===== config.mk =====
export PLATFORM = sky130hd
export DESIGN_NAME = score_ram_responder
export DESIGN_NICKNAME = d
export VERILOG_FILES = /design/src/rtl/score_mem_pkg.sv /design/src/rtl/score_read_pipe.sv /design/src/rtl/score_ram_responder.sv
export SDC_FILE = /design/constraint.sdc
export NUM_CORES = 1
export LEC_CHECK = 0
export ABC_AREA = 1
export ABC_CLOCK_PERIOD_IN_PS = 3900
export BUFFER_PORTS_ARGS = -buffer_cell sky130_fd_sc_hd__buf_2
export CAP_MARGIN = 20
export CORE_MARGIN = 2
export CORE_UTILIZATION = 60
export CTS_BUF_LIST = sky130_fd_sc_hd__clkbuf_2
export DETAILED_ROUTE_END_ITERATION = 12
export PLACE_DENSITY_LB_ADDON = 0.12
export SLEW_MARGIN = 5
export SYNTH_ARGS = -nofsm -noshare
export SYNTH_HDL_FRONTEND = slang
export SYNTH_SLANG_ARGS = --single-unit

===== constraint.sdc =====
create_clock -name clk -period 3.9 [get_ports clk]
set_input_delay 0.195 -clock clk [delete_from_list [all_inputs] [get_ports clk]]
set_output_delay 0.195 -clock clk [all_outputs]
set_load 0.05 [all_outputs]

===== src/rtl/score_mem_pkg.sv =====
// Shared widths, player-id constants and scan state encoding for the
// score RAM responder.
package score_mem_pkg;

  localparam int SCORE_ADDR_W = 5;
  localparam int SCORE_DATA_W = 7;
  localparam int SCORE_ID_W   = 3;

  localparam logic [SCORE_ID_W-1:0] NO_PLAYER_ID = 3'd7;

  typedef enum logic [1:0] {
    S_IDLE = 2'd0,
    S_SCAN = 2'd1,
    S_DONE = 2'd2
  } scan_state_t;

endpackage


===== src/rtl/score_read_pipe.sv =====
// Launch/data delay line for the tracker read port: data captured on the
// launch edge reaches o_data READ_LAT-1 edges later and holds otherwise.
module score_read_pipe #(
  parameter int DATA_W   = 7,
  parameter int READ_LAT = 2
) (
  input  logic              clk,
  input  logic              rst,
  input  logic              i_launch,
  input  logic [DATA_W-1:0] i_data,
  output logic [DATA_W-1:0] o_data
);

  logic [DATA_W-1:0] r_out;

  generate
    if (READ_LAT <= 1) begin : g_direct
      always_ff @(posedge clk or negedge rst) begin
        if (!rst) begin
          r_out <= '0;
        end else if (i_launch) begin
          r_out <= i_data;
        end
      end
    end else begin : g_delay
      localparam int D = READ_LAT - 1;

      logic [D-1:0]      r_vld;
      logic [DATA_W-1:0] r_dat [D];

      always_ff @(posedge clk or negedge rst) begin
        if (!rst) begin
          r_vld <= '0;
          for (int i = 0; i < D; i++) r_dat[i] <= '0;
          r_out <= '0;
        end else begin
          r_vld[0] <= i_launch;
          if (i_launch) r_dat[0] <= i_data;
          for (int i = 1; i < D; i++) begin
            r_vld[i] <= r_vld[i-1];
            r_dat[i] <= r_dat[i-1];
          end
          if (r_vld[D-1]) r_out <= r_dat[D-1];
        end
      end
    end
  endgenerate

  assign o_data = r_out;

endmodule


===== src/rtl/score_ram_responder.sv =====
// Score RAM responder: single-ported score array serving the tracker, plus a
// leaderboard scan that borrows the read port only in host-idle cycles.
//
//   state  | meaning
//   S_IDLE | waiting for scan_req
//   S_SCAN | sweeping entries 0..SCAN_ENTRIES-1, stalled while host busy
//   S_DONE | result published, scan_done high for this cycle
module score_ram_responder
  import score_mem_pkg::*;
#(
  parameter int ADDR_W       = SCORE_ADDR_W,
  parameter int DATA_W       = SCORE_DATA_W,
  parameter int READ_LAT     = 2,
  parameter int SCAN_ENTRIES = 8
) (
  input  logic                  clk,
  input  logic                  rst,
  input  logic                  RAM_W,
  input  logic                  RAM_R,
  input  logic [ADDR_W-1:0]     RAM_addr,
  input  logic [DATA_W-1:0]     RAM_out,
  output logic [DATA_W-1:0]     RAM_data,
  input  logic                  scan_req,
  output logic                  scan_busy,
  output logic                  scan_done,
  output logic [SCORE_ID_W-1:0] best_id,
  output logic [DATA_W-1:0]     best_score
);

  localparam logic [SCORE_ID_W-1:0] LAST_IDX = SCORE_ID_W'(SCAN_ENTRIES - 1);

  logic [DATA_W-1:0] r_mem [2**ADDR_W];

  scan_state_t           r_state, w_state_nxt;
  logic [SCORE_ID_W-1:0] r_idx, w_idx_nxt;
  logic [DATA_W-1:0]     r_acc_score, w_acc_score_nxt;
  logic [SCORE_ID_W-1:0] r_acc_id, w_acc_id_nxt;
  logic [DATA_W-1:0]     r_best_score, w_best_score_nxt;
  logic [SCORE_ID_W-1:0] r_best_id, w_best_id_nxt;

  logic              w_host_busy;
  logic              w_launch;
  logic [ADDR_W-1:0] w_rd_addr;
  logic [DATA_W-1:0] w_rd_data;
  logic              w_better;

  assign w_host_busy = RAM_R | RAM_W;
  assign w_launch    = RAM_R & ~RAM_W;
  assign w_rd_addr   = w_host_busy ? RAM_addr : ADDR_W'(r_idx);
  assign w_rd_data   = r_mem[w_rd_addr];
  assign w_better    = w_rd_data > r_acc_score;

  // Contents are left unreset; the tracker's init sweep clears them.
  always_ff @(posedge clk) begin
    if (RAM_W) r_mem[RAM_addr] <= RAM_out;
  end

  score_read_pipe #(
    .DATA_W  (DATA_W),
    .READ_LAT(READ_LAT)
  ) u_read_pipe (
    .clk     (clk),
    .rst     (rst),
    .i_launch(w_launch),
    .i_data  (w_rd_data),
    .o_data  (RAM_data)
  );

  always_ff @(posedge clk or negedge rst) begin
    if (!rst) begin
      r_state      <= S_IDLE;
      r_idx        <= '0;
      r_acc_score  <= '0;
      r_acc_id     <= NO_PLAYER_ID;
      r_best_score <= '0;
      r_best_id    <= NO_PLAYER_ID;
    end else begin
      r_state      <= w_state_nxt;
      r_idx        <= w_idx_nxt;
      r_acc_score  <= w_acc_score_nxt;
      r_acc_id     <= w_acc_id_nxt;
      r_best_score <= w_best_score_nxt;
      r_best_id    <= w_best_id_nxt;
    end
  end

  always_comb begin
    w_state_nxt      = r_state;
    w_idx_nxt        = r_idx;
    w_acc_score_nxt  = r_acc_score;
    w_acc_id_nxt     = r_acc_id;
    w_best_score_nxt = r_best_score;
    w_best_id_nxt    = r_best_id;
    unique case (r_state)
      S_IDLE: begin
        if (scan_req) begin
          w_state_nxt     = S_SCAN;
          w_idx_nxt       = '0;
          w_acc_score_nxt = '0;
          w_acc_id_nxt    = NO_PLAYER_ID;
        end
      end
      S_SCAN: begin
        if (!w_host_busy) begin
          if (w_better) begin
            w_acc_score_nxt = w_rd_data;
            w_acc_id_nxt    = r_idx;
          end
          w_idx_nxt = r_idx + SCORE_ID_W'(1);
          // Publish on entry to S_DONE so the result is valid alongside scan_done.
          if (r_idx == LAST_IDX) begin
            w_state_nxt      = S_DONE;
            w_best_score_nxt = w_acc_score_nxt;
            w_best_id_nxt    = w_acc_id_nxt;
          end
        end
      end
      S_DONE:  w_state_nxt = S_IDLE;
      default: w_state_nxt = S_IDLE;
    endcase
  end

  assign scan_busy  = (r_state == S_SCAN);
  assign scan_done  = (r_state == S_DONE);
  assign best_id    = r_best_id;
  assign best_score = r_best_score;

endmodule


# Yosys cells after proc, flatten, opt, wreduce, memory -nomap -nowiden
# Memory sizes are Yosys's and may differ from the RTL's.
# Index checks and enable logic that the tools add are counted.
[op_classes]
add_sub_neg = 1
mul = 0
n_div = 0
n_lt_le_gt_ge = 1
n_eq_ne = 6
n_shift = 0
muxes = 18
n_bitwise = 4
n_reduce_logical = 5
[ops]
columns = ["op", "n"]
rows = [
  ["$mux W7", 3],
  ["$mux W3", 5],
  ["$pmux W7 S2", 1],
  ["$pmux W3 S2", 2],
  ["$reduce_and A3 Y1", 3],
  ["$gt A7 B7 Y1", 1],
  ["$mux W2", 3],
  ["$mux W5", 1],
  ["$ne A2 B2 Y1 const B", 2],
  ["$pmux W2 S2", 1],
  ["$add A3 B1 Y3 const B", 1],
  ["$eq A3 B3 Y1 const B", 1],
  ["$eq A2 B1 Y1 const B", 1],
  ["$eq A2 B2 Y1 const B", 1],
  ["$logic_not A2 Y1", 1],
  ["$mux W1", 2],
  ["$ne A2 B1 Y1 const B", 1],
  ["$not A1 Y1", 2],
  ["$reduce_bool A2 Y1", 1],
  ["$and A1 B1 Y1", 1],
  ["$or A1 B1 Y1", 1],
]
[word_totals]
register_bits = 40
latchBits = 0
mem_bits_rw = 224
romBits = 0
input_bits = 17
out_inout_bits = 19
elab_cells = 45
mem_count = 1
[memory_table]
columns = ["memory", "words", "width", "rd", "rd_ports_with_merged_regs", "write_ports", "line", "text"]
rows = [
  ["r_mem", 32, 7, 1, 0, 1, "score_ram_responder.sv:32", "logic [DATA_W-1:0] r_mem [2**ADDR_W];"],
]

# Logic depth before layout (Yosys ltp)
# Gate-level depths: netlist (run 1).
# An unclocked memory read counts as a cell.
[depth]
depth_word = 7
ltp_mapped = 23
mapped_depth_nobuf = 20

# Hierarchy
# Synthesis (run 1) repeated with hierarchy kept, for this count alone.
[hier_totals]
cells_unflattened = 1030
hier_area_um2 = 11230.8
[by_module_without_submodules]
columns = ["module", "n_inst", "cells_each", "area_each_um2", "seq_area_each_um2"]
rows = [
  ["score_ram_responder", 1, 969, 10667.7, 7359.6],
  ["score_read_pipe", 1, 61, 563.0, 375.4],
]

# Worst setup path before layout (run 1)
# No wires, ideal clock.
[synth_timing]
kind = "flip-flop to flip-flop"
from = "register r_idx[0]"
to = "register r_acc_id[0]"
setup_time_ns = 0.059
arrival_time_ns = 2.861
required_ns = 3.841
setup_slack_ns = 0.980
path_stages_with_launch = 22
n_path_buf = 3
synth_period_minus_slack_ns = 2.920
cell_sequence = "dfrtp_1 > inv_1 > nand2_1 > nand2_2 > buf_6 > buf_2 > nand2_1 > nand3_1 > nand3_1 > nand3_1 > nand3_1 > nand2_1 > ha_1 > nand2_1 > o21ai_0 > a21boi_0 > o21ai_0 > nand2_1 > clkbuf_1 > o21ai_0 > o22ai_1 > inv_1"
[synth_between]
elab_chain_len = 6
[synth_rtl]
columns = ["element", "line", "text"]
rows = [
  ["start, declared", "score_ram_responder.sv:35", "logic [SCORE_ID_W-1:0] r_idx, w_idx_nxt;"],
  ["start signal, assigned", "score_ram_responder.sv:79", "r_idx <= w_idx_nxt;"],
  ["$mux W5", "score_ram_responder.sv:49", "assign w_rd_addr = w_host_busy ? RAM_addr : ADDR_W'(r_idx);"],
  ["$mem_v2 Z32 W7", "--", ""],
  ["via u_read_pipe.i_data[2]", "score_read_pipe.sv:10", "input logic [DATA_W-1:0] i_data,"],
  ["$gt A7 B7 Y1", "score_ram_responder.sv:51", "assign w_better = w_rd_data > r_acc_score;"],
  ["$mux W3", "score_ram_responder.sv:105", "if (w_better) begin"],
  ["$mux W3", "score_ram_responder.sv:104", "if (!w_host_busy) begin"],
  ["$pmux W3 S2", "score_ram_responder.sv:94", "unique case (r_state)"],
  ["end signal, assigned", "score_ram_responder.sv:81", "r_acc_id <= w_acc_id_nxt;"],
  ["end, declared", "score_ram_responder.sv:37", "logic [SCORE_ID_W-1:0] r_acc_id, w_acc_id_nxt;"],
]
# The timed path passes the listed nets, and every way through them passes these cells. The select of a mux whose other input is x is not followed.
# A chain may end at the register's enable or synchronous reset.

# Final worst setup path (run 1)
[layout_timing]
from = "register r_idx[0]"
to = "register r_acc_score[0]"
[layout_between]
elab_chain_len = 6
[layout_rtl]
columns = ["element", "line", "text"]
rows = [
  ["$mux W5", "score_ram_responder.sv:49", ""],
  ["$mem_v2 Z32 W7", "--", ""],
  ["via u_read_pipe.i_data[2]", "score_read_pipe.sv:10", ""],
  ["$gt A7 B7 Y1", "score_ram_responder.sv:51", ""],
  ["$mux W7", "score_ram_responder.sv:105", ""],
  ["$mux W7", "score_ram_responder.sv:104", ""],
  ["$pmux W7 S2", "score_ram_responder.sv:94", ""],
  ["end signal, assigned", "score_ram_responder.sv:80", "r_acc_score <= w_acc_score_nxt;"],
  ["end, declared", "score_ram_responder.sv:36", "logic [DATA_W-1:0] r_acc_score, w_acc_score_nxt;"],
]
# The timed path passes the listed nets, and every way through them passes these cells. The select of a mux whose other input is x is not followed.

==> results of run 1 <==
[metal layers]
layer	share of wire [%]	track usage (%)
met1	42	39.11
met2	47	44.09
met3	8.0	5.333
met4	2.5	11.53
met5	0	0
[cell families after synthesis]
group	after synthesis	share of synthesized area, %
simple gates	592	23.19
flops	264	69.10
buf+inv	110	4.740
compound gates	28	1.453
fa+ha+maj	9	1.006
mux	5	0.5030
[worst paths after layout]
| kind | from | endpoint | slack, ps |
|---|---|---|---|
| max | r_idx[0]$_DFFE_PN0P_ | r_acc_score[0]$_DFFE_PN0P_ | 290 |
| min | rst | best_score[1]$_DFFE_PN0P_ | 20 |
| max reg2reg | r_idx[0]$_DFFE_PN0P_ | r_acc_score[0]$_DFFE_PN0P_ | 290 |
| min reg2reg | best_id[1]$_DFFE_PN1P_ | best_id[1]$_DFFE_PN1P_ | 470 |
| max in group asynchronous | rst | r_idx[0]$_DFFE_PN0P_ | 3270 |
| min in group clk | RAM_R | u_read_pipe.g_delay.r_dat[3]$_DFFE_PN0P_ | 350 |
[sequential cells by signal, indices dropped and copies added, names as in the netlist, 2 cells and up]
signal,cells
r_mem,224
best_score,7
r_acc_score,7
u_read_pipe.g_delay.r_dat,7
u_read_pipe.o_data,7
best_id,3
r_acc_id,3
r_idx,3
r_state,2
[timing repair]
item | in CTS | in global routing
hold buffers | 16 | 0
endpoints found under the setup margin | 0 | 18
resized for setup | 0 | 5
endpoints found under the hold margin | 292 | 0
[cell type report]
cell class / count / area (sq um)
timing repair buffer: 68 / 538.0
tap: 229 / 286.5
clock buffer: 95 / 475.5
antenna: 2 / 5.005
clock inverter: 21 / 160.2
multi-input combinational: 634 / 2950
fill: 1360 / 5756
inverter: 64 / 240.2
sequential: 264 / 7736
[worst reg2reg max path: stages (launching register included)]
cell and delay [ps]:
dfrtp_2 470, inv_1 150, nand2_1 130, nand2_4 270
buf_12 280, nand2_1 100, nand3_1 80, nand3_1 80
nand3_1 170, nand3_2 150, nand2_1 100, ha_1 240
a21oi_1 150, o21ai_0 100, a21boi_0 160, o21ai_1 120
nand2_2 150, inv_1 130, or2_2 310, nand3_1 80
nand2_1 60
[placed cells by master (no fill, tap or decap), types with 4 or more instances in the layout]
master and instances:
nand2_1 281, nand3_1 254, edfxtp_1 224, clkbuf_2 95, inv_1 60, nor2_1 44
buf_2 35, dfrtp_1 33, clkinv_1 17, dlygate4sd3_1 16, buf_4 11, ha_1 9
a21oi_1 6, o21ai_0 6, dfstp_2 6, buf_12 6, o21ai_1 5, mux2_2 5
a31oi_1 4
[cell usage after synthesis]
cell type / n
a31oi_1: 4
nor2_1: 44
nand3_2: 2
nand2_1: 282
clkbuf_1: 4
nor2_2: 3
dfstp_2: 6
a21oi_1: 6
o21ai_1: 2
nand2_2: 3
o22ai_1: 3
buf_4: 11
inv_2: 2
clkinv_1: 2
or2_2: 2
edfxtp_1: 224
nand2_4: 1
buf_2: 25
ha_1: 9
dfrtp_1: 34
buf_6: 6
inv_1: 60
a21boi_0: 1
nand3_1: 254
nand2_8: 1
o21ai_0: 9
o21ai_2: 3
mux2_2: 5
[power by group through the flow]
stage / clock network (mW) / logic (mW) / registers, mW
floorplan: 0 / 0.853 / 3.50
finish: 1.94 / 1.45 / 3.32
detailed placement: 0 / 1.41 / 3.37
CTS: 1.97 / 1.43 / 3.31
global route: 2.10 / 1.61 / 3.33
global placement: 0 / 1.38 / 3.37
[per-stage QoR]
stage | cells | util [%]
6_report | 1377 | 68.28
5_1_grt | 1377 | 68.28
4_1_cts | 1375 | 68.24
3_5_place_dp | 1243 | 63.85
3_3_place_gp | 1243 | 63.85
2_1_floorplan | 1008 | -
==> metrics, run 1 <==
CP peak stage delay 470 ps; die height 140.6 um; Post-Synthesis Cells roughly 1,000; clock share of power 29.0%; Gate power share about 22%; WHS 18.42 ps; CP top delay family simple AND/OR/NAND/NOR gates; DR WL/cell ~19 um; Clk pin slew, worst setup/hold paths 100 ps; post-route setup slack 291.4 ps; number of vias per cell 5.764; Yosys reg bits about 260; worst-margin pin slew 877.9 ps; Peak Freq 277.1 MHz; FP Rows 49; Remaining DRCs 0; Slowest-stage cell, CP dfrtp_2; # IOs 36; Buffers on Ports 35; Static Leak about 5 nW; pre-CTS WS 101.4 ps; nets roughly 1,100; WP depth 20; status finished clean; Mapped Area 0.01119 sq mm; syn nets 1,034; Max-slew headroom 41.47%; Yosys top cell by area edfxtp_1; Die W 140.6 um; crit path launch type register; synth unique cells 28; Power Dens Cells 541.3 mW/mm^2; Clock Skews 56.59 ps; WS Path Type register to register; max capacitance violation total 0; Layout area overhead 10.71%; Final ANT Viol Nets 0; sum of buffers and inverters on the critical path 3; Total Die Area ~0.020 sq mm; period utilization 92.53%; crit-path max FO 46; Ys Warns 0; Cell Chain, Critical Path inv_1, nand2_1, nand2_4, buf_12, nand2_1, nand3_1, nand3_1, nand3_1, nand3_2, nand2_1, ha_1, a21oi_1, o21ai_0, a21boi_0, o21ai_1, nand2_2, inv_1, or2_2, nand3_1, nand2_1; grt total ovfl 0; endpoints failing hold 0; share of layout cells above drive strength 1 15.97%; initial core utilization 61.68%; gr usage total about 28%; first-pass GRT wire length 41,990 um; Detailed Route WL 26,660 um; hpwl dp 16,260 um; Seq pwr share 49.4%; Setup Buffers After CTS 0; gpl congestion 0.9041; P_sw between 2 and 2.5 mW; clk buf depth 3; initial antenna violation count 1; largest net degree at the start of global routing 58; Placed Area roughly 0.012 sq mm; R2R depth 20; top cell type's share of synthesized area 60.09%; HP Class input port to async pin; worst vdd ir roughly 0.29 mV; top cells by area, synth edfxtp_1, nand3_1, nand2_1, dfrtp_1, inv_1; vias in the first global route around 8,000; Avg Synthesized Cell Area 11.10 sq um; RSZ-0062 raised after global routing false; Worst EP required 4600 ps; register area share after synthesis 69.10%; crit end category register; clock root buffer master clkbuf_2; crit path DAT 4310 ps; P_int 4.515 mW; vias 7,937; TritonCTS Buffers 67; Sink Count about 260; TNS Setup 0 ps; H-tree depth 3; sw frac 32.69%; total power draw roughly 6.7 mW; post-layout instance area roughly 0.012 sq mm; count of final max-slew check failures 0; core area 0.01815 sq mm; Skew-Pair Late Insertion Delay 830 ps; clock tree from TritonCTS done; drt first pass iters 6; Final Setup Violations 0; number of DRC markers in iteration 0 832; minimum clock period roughly 3600 ps
(Power assumes the default switching activity.)
==> run 2, diff against run 1 <==
--- a/config.mk
+++ b/config.mk
@@ -10,7 +10,7 @@
 export BUFFER_PORTS_ARGS = -buffer_cell sky130_fd_sc_hd__buf_2
 export CAP_MARGIN = 20
 export CORE_MARGIN = 2
-export CORE_UTILIZATION = 60
+export CORE_UTILIZATION = 53
 export CTS_BUF_LIST = sky130_fd_sc_hd__clkbuf_2
 export DETAILED_ROUTE_END_ITERATION = 12
 export PLACE_DENSITY_LB_ADDON = 0.12
==> metrics, run 2 (synthesis results as in run 1) <==
status finished clean; Hold Crit Start RAM_addr[4]; most common cell after layout, fill and taps aside nand2_1; clock root buffer master clkbuf_2; most frequent cells in the layout nand2_1, nand3_1, edfxtp_1, clkbuf_2, inv_1; RSZ-0062 raised after global routing false; number of vias per cell 5.426 (-5.9%); Die W 149.3 um (+6.2%); TritonCTS Buffers 68 (+1.5%); Remaining DRCs 0 (unchanged); core area 0.02089 sq mm (+15%); clock tree from TritonCTS done; clk buf depth 3 (unchanged); Static Leak 4.982 nW (+0.90%); initial core utilization 53.58% (-8.1 points); Total Die Area 0.02230 sq mm (+13%); Clock Skews 52.37 ps (-4.216 ps); endpoints failing hold 0 (unchanged); hpwl dp 16,070 um (-1.2%); Layout area overhead 11.73%; grt total ovfl 0 (unchanged); R2R depth 19 (-5.0%); worst hold endpoint r_mem[23][2]$_DFFE_PP_; crit path DAT 4280 ps (-30 ps); largest net degree at the start of global routing 105 (+81%); share of layout cells above drive strength 1 16.57% (+0.60 points); DR WL/cell 18.78 um (-3.0%); Clk pin slew, worst setup/hold paths 110 ps (about the same); depth of the worst hold-timing path 3; H-tree depth 3 (unchanged); crit-path max FO 104 (+130%); TNS Setup 0 ps (unchanged); minimum clock period 3567 ps (-41.40 ps); gr usage total 24.97% (-3.0 points); Setup Buffers After CTS 0 (unchanged); worst-margin pin slew 859.9 ps (-18.05 ps); Hold-fix buffers, CTS 17 (+1); drt first pass iters 5 (-1); Worst EP required 4620 ps (+20 ps); vias in the first global route 7,570 (-3.2%); count of final max-slew check failures 0 (unchanged); Power Dens Cells 546.8 mW/mm^2 (+1.0%); die height 149.3 um (+6.2%); crit end category register; worst r2r src r_idx[0]$_DFFE_PN0P_; Buffers on Ports 35 (unchanged); initial antenna violation count 1 (unchanged); worst vdd ir 0.3016 mV (+4.9%); Sink Count 264 (unchanged); # IOs 36 (unchanged); first-pass GRT wire length 41,520 um (-1.1%); vias 7,754 (-2.3%); Final ANT Viol Nets 0 (unchanged); gpl congestion 0.8496 (-6.0%); FP Rows 53 (+8.2%); Skew-Pair Late Insertion Delay 820 ps (about the same); flop2flop setup slack 330 ps (+40 ps); period utilization 91.47% (-1.1 points); nets 1,128 (+0.27%); HP Class input port to register; Peak Freq 280.3 MHz (+1.2%); WS Path Type register to register; Top reg by flops r_mem; number of DRC markers in iteration 0 687 (-17%); crit path launch type register; max capacitance violation total 0 (unchanged); r2r endpoint best_score[0]$_DFFE_PN0P_; max FFs per register 224 (unchanged); post-cts sizing count 0 (unchanged); Final Setup Violations 0 (unchanged); total power draw 6.838 mW (+1.9%); Max-slew headroom 42.46% (+0.99 points); Detailed Route WL 26,840 um (+0.70%); WHS 69.70 ps (+51.28 ps)
run 2: how the worst max path moves through the flow:
stage / to / startpoint / slack (ps)
6_report: best_score[0]$_DFFE_PN0P_ / r_idx[0]$_DFFE_PN0P_ / 330
5_1_grt: r_acc_score[0]$_DFFE_PN0P_ / r_idx[0]$_DFFE_PN0P_ / 60
4_1_cts: best_score[0]$_DFFE_PN0P_ / r_idx[0]$_DFFE_PN0P_ / 310
3_5_place_dp: best_score[0]$_DFFE_PN0P_ / RAM_W / 220
3_3_place_gp: best_score[0]$_DFFE_PN0P_ / RAM_addr[1] / 290
2_1_floorplan: r_acc_id[0]$_DFFE_PN1P_ / r_idx[0]$_DFFE_PN0P_ / 980
run 2: report_power, final:
part / internal (mW) / leakage (nW) / switching, mW
logic: 0.424 / 1.96 / 0.991
clock network: 1.02 / 0.520 / 1.09
registers: 3.23 / 2.50 / 0.0859
run 2: metrics by stage:
stage,setup slack (ps),area (sq um),cells,utilization (%)
finish,332.8,12510,1429,59.87
global route,63.89,12510,1429,59.87
CTS,312.8,12500,1428,59.86
detailed placement,219.3,11610,1290,55.60
global placement,287.7,11610,1290,55.60
floorplan,979.6,11190,1008,-
run 2: critical path: stages, from the launching register on:
cell and delay [ps]:
dfrtp_1 470, inv_1 140, nand2_1 120, nand2_4 110, buf_12 350, nand2_1 100, nand3_1 140, nand3_1 80
nand3_1 160, nand3_1 180, nand2_1 160, ha_1 250, a21oi_1 120, a21boi_0 180, o21ai_0 140, nand2_1 110
inv_1 110, or2_2 300, nand3_1 90, nand2_1 60
run 2: area by class of cell:
| cell class | count | area (sq um) |
|---|---|---|
| clock buffers | 102 | 510.5 |
| diodes | 1 | 2.502 |
| clock inverters | 19 | 207.7 |
| flip-flops and latches | 264 | 7735 |
| inverters | 64 | 240.2 |
| fillers | 1751 | 8383 |
| repair buffers | 70 | 518.0 |
| well taps | 275 | 344.1 |
| multi-input cells | 634 | 2948 |
run 2: metal layers:
layer | routed length (um) | global-route usage, % | vias to the layer above
li1 | - | - | 3726
met1 | 11380 | 34.85 | 3681
met2 | 12860 | 39.01 | 304
met3 | 2031 | 4.862 | 43
met4 | 580 | 9.905 | 0
met5 | 0 | 0 | -
==> run 3, diff against run 2 <==
--- a/config.mk
+++ b/config.mk
@@ -6,14 +6,13 @@
 export NUM_CORES = 1
 export LEC_CHECK = 0
 export ABC_AREA = 1
-export ABC_CLOCK_PERIOD_IN_PS = 3900
 export BUFFER_PORTS_ARGS = -buffer_cell sky130_fd_sc_hd__buf_2
 export CAP_MARGIN = 20
 export CORE_MARGIN = 2
 export CORE_UTILIZATION = 53
 export CTS_BUF_LIST = sky130_fd_sc_hd__clkbuf_2
 export DETAILED_ROUTE_END_ITERATION = 12
-export PLACE_DENSITY_LB_ADDON = 0.12
+export PLACE_DENSITY = 0.82
 export SLEW_MARGIN = 5
 export SYNTH_ARGS = -nofsm -noshare
 export SYNTH_HDL_FRONTEND = slang
==> metrics, run 3 (synthesis results as in run 1) <==
status finished clean; initial core utilization 53.58% (unchanged); hpwl dp 16,430 um (+2.3%); sw frac 32.84% (+1.2 points); P_sw 2.128 mW (-1.6%); crit path DAT 4190 ps (-90 ps); Power Dens Cells 525.5 mW/mm^2 (-3.9%); H-tree depth 3 (unchanged); CP peak stage delay 540 ps (+70 ps); Filler cells 1,673 (-4.5%); grt total ovfl 0 (unchanged); Die W 149.3 um (unchanged); Buffers on Ports 35 (unchanged); count of final max-slew check failures 0 (unchanged); clock tree from TritonCTS done; nets 1,123 (-0.44%); pre-CTS WS 199.6 ps (-19.78 ps); Cell Chain, Critical Path dlygate4sd3_1, buf_2, nor2_2, buf_4, nand2_8, nand2_4, buf_12, nand2_1, nand3_1, nand3_1, nand3_1, nand3_1, nand2_1, ha_1, nand2_1, inv_1, a21boi_0, o21ai_0, nand2_1, inv_1, or2_2, nand3_1, nand2_1; RSZ-0062 raised after global routing false; HP Class input port to async pin; minimum clock period 3478 ps (-89.23 ps); sum of buffers and inverters on the critical path 6 (+3); core area 0.02089 sq mm (unchanged); P_int 4.351 mW (-6.9%); FP Rows 53 (unchanged); TritonCTS Buffers 66 (-2.9%); largest net degree at the start of global routing 63 (-40%); worst-margin pin slew 955.7 ps (+95.85 ps); most common cell after layout, fill and taps aside nand2_1; number of DRC markers in iteration 0 1,262 (+84%); Clk pin slew, worst setup/hold paths 110 ps (about the same); Final Setup Violations 0 (unchanged); Hold-fix buffers, CTS 13 (-4); Slowest-stage cell, CP dlygate4sd3_1; CP top delay family simple AND/OR/NAND/NOR gates; Seq pwr share 51.2% (+2.7 points); Setup Buffers After CTS 0 (unchanged); period utilization 89.18% (-2.3 points); max capacitance violation total 0 (unchanged); post-route setup slack 422.0 ps (+89.23 ps); endpoints failing hold 0 (unchanged); Peak Freq 287.5 MHz (+2.6%); worst r2r src r_idx[1]$_DFFE_PN0P_; flop2flop setup slack 450 ps (+120 ps); Worst EP required 4610 ps (about the same); vias 8,101 (+4.5%); Clock Skews 86.89 ps (+34.52 ps); Static Leak 4.883 nW (-2.0%); number of vias per cell 5.745 (+5.9%); worst vdd ir 0.3126 mV (+3.6%); initial antenna violation count 1 (unchanged); Final ANT Viol Nets 0 (unchanged); crit end category register; die height 149.3 um (unchanged); drt first pass iters 6 (+1); Finished Core Util 59.02% (-0.84 points); share of layout cells above drive strength 1 15.61% (-0.96 points); Gate power share 21.9% (+1.2 points); # IOs 36 (unchanged); clock share of power 26.9% (-4.0 points); Total Die Area 0.02230 sq mm (unchanged); R2R depth 19 (unchanged); max FFs per register 224 (unchanged); gr usage total 24.65% (-0.31 points); vias in the first global route 8,081 (+6.8%); crit-path max FO 60 (-42%); clk buf depth 3 (unchanged); clock root buffer master clkbuf_2; TNS Setup 0 ps (unchanged); Max-slew headroom 36.05% (-6.4 points); Top reg by flops r_mem; post-cts sizing count 0 (unchanged); Remaining DRCs 0 (unchanged); WS Path Type input port to register; crit path launch type input port; r2r endpoint best_score[1]$_DFFE_PN0P_; first-pass GRT wire length 41,820 um (+0.73%); Detailed Route WL 26,620 um (-0.83%); Skew-Pair Late Insertion Delay 830 ps (about the same); Layout area overhead 10.15%; gpl congestion 0.9474 (+12%); DR WL/cell 18.88 um (+0.51%); Sink Count 264 (unchanged); most frequent cells in the layout nand2_1, nand3_1, edfxtp_1, clkbuf_2, inv_1
## run 3: layout make-up
| cell class | count | area, sq um | area share (%) |
|---|---|---|---|
| Antenna cell | 1 | 2.502 | 0.02030 |
| Timing Repair Buffer | 67 | 523.0 | 4.242 |
| Sequential cell | 264 | 7735 | 62.74 |
| Tap cell | 275 | 344.1 | 2.791 |
| Inverter | 64 | 240.2 | 1.948 |
| Multi-Input combinational cell | 634 | 2948 | 23.91 |
| Clock buffer | 92 | 460.4 | 3.735 |
| Clock inverter | 13 | 76.32 | 0.6190 |
## run 3: worst max path at each step
stage / from / cells past startpoint / slack [ps] / to
floorplan: r_idx[0]$_DFFE_PN0P_ / 21 / 980 / r_acc_id[0]$_DFFE_PN1P_
global placement: RAM_W / 22 / 350 / r_acc_score[0]$_DFFE_PN0P_
detailed placement: RAM_W / 22 / 200 / r_acc_score[0]$_DFFE_PN0P_
CTS: RAM_W / 23 / 500 / r_acc_score[0]$_DFFE_PN0P_
global route: r_idx[0]$_DFFE_PN0P_ / 20 / 180 / r_acc_id[0]$_DFFE_PN1P_
finish: RAM_W / 23 / 420 / r_acc_score[0]$_DFFE_PN0P_
## run 3: power by group through the flow
stage | registers [mW] | logic (mW) | clock network, mW
5_1_grt | 3.33 | 1.56 | 1.91
4_1_cts | 3.31 | 1.41 | 1.75
6_report | 3.32 | 1.42 | 1.74
3_3_place_gp | 3.37 | 1.35 | 0
2_1_floorplan | 3.50 | 0.853 | 0
3_5_place_dp | 3.37 | 1.39 | 0
## run 3: layer usage
| layer | track usage, % | wire, um | up-vias |
|---|---|---|---|
| met3 | 6.361 | 2691 | 96 |
| met1 | 32.46 | 10310 | 3821 |
| met4 | 11.33 | 1006 | 0 |
| met2 | 38.78 | 12610 | 488 |
| li1 | - | - | 3696 |
| met5 | 0 | 0 | - |
## run 3: stage by stage
| stage | instance area (sq um) | total power, mW | std cells | hold WS [ps] |
|---|---|---|---|---|
| after global placement | 11660 | 4.718 | 1291 | 353.7 |
| after detailed placement | 11660 | 4.763 | 1291 | 359.6 |
| after global routing | 12330 | 6.809 | 1410 | 10.13 |
| final | 12330 | 6.479 | 1410 | 3.221 |
| after CTS | 12330 | 6.474 | 1409 | 3.950 |
| after floorplan | 11190 | 4.357 | 1008 | -100.6 |
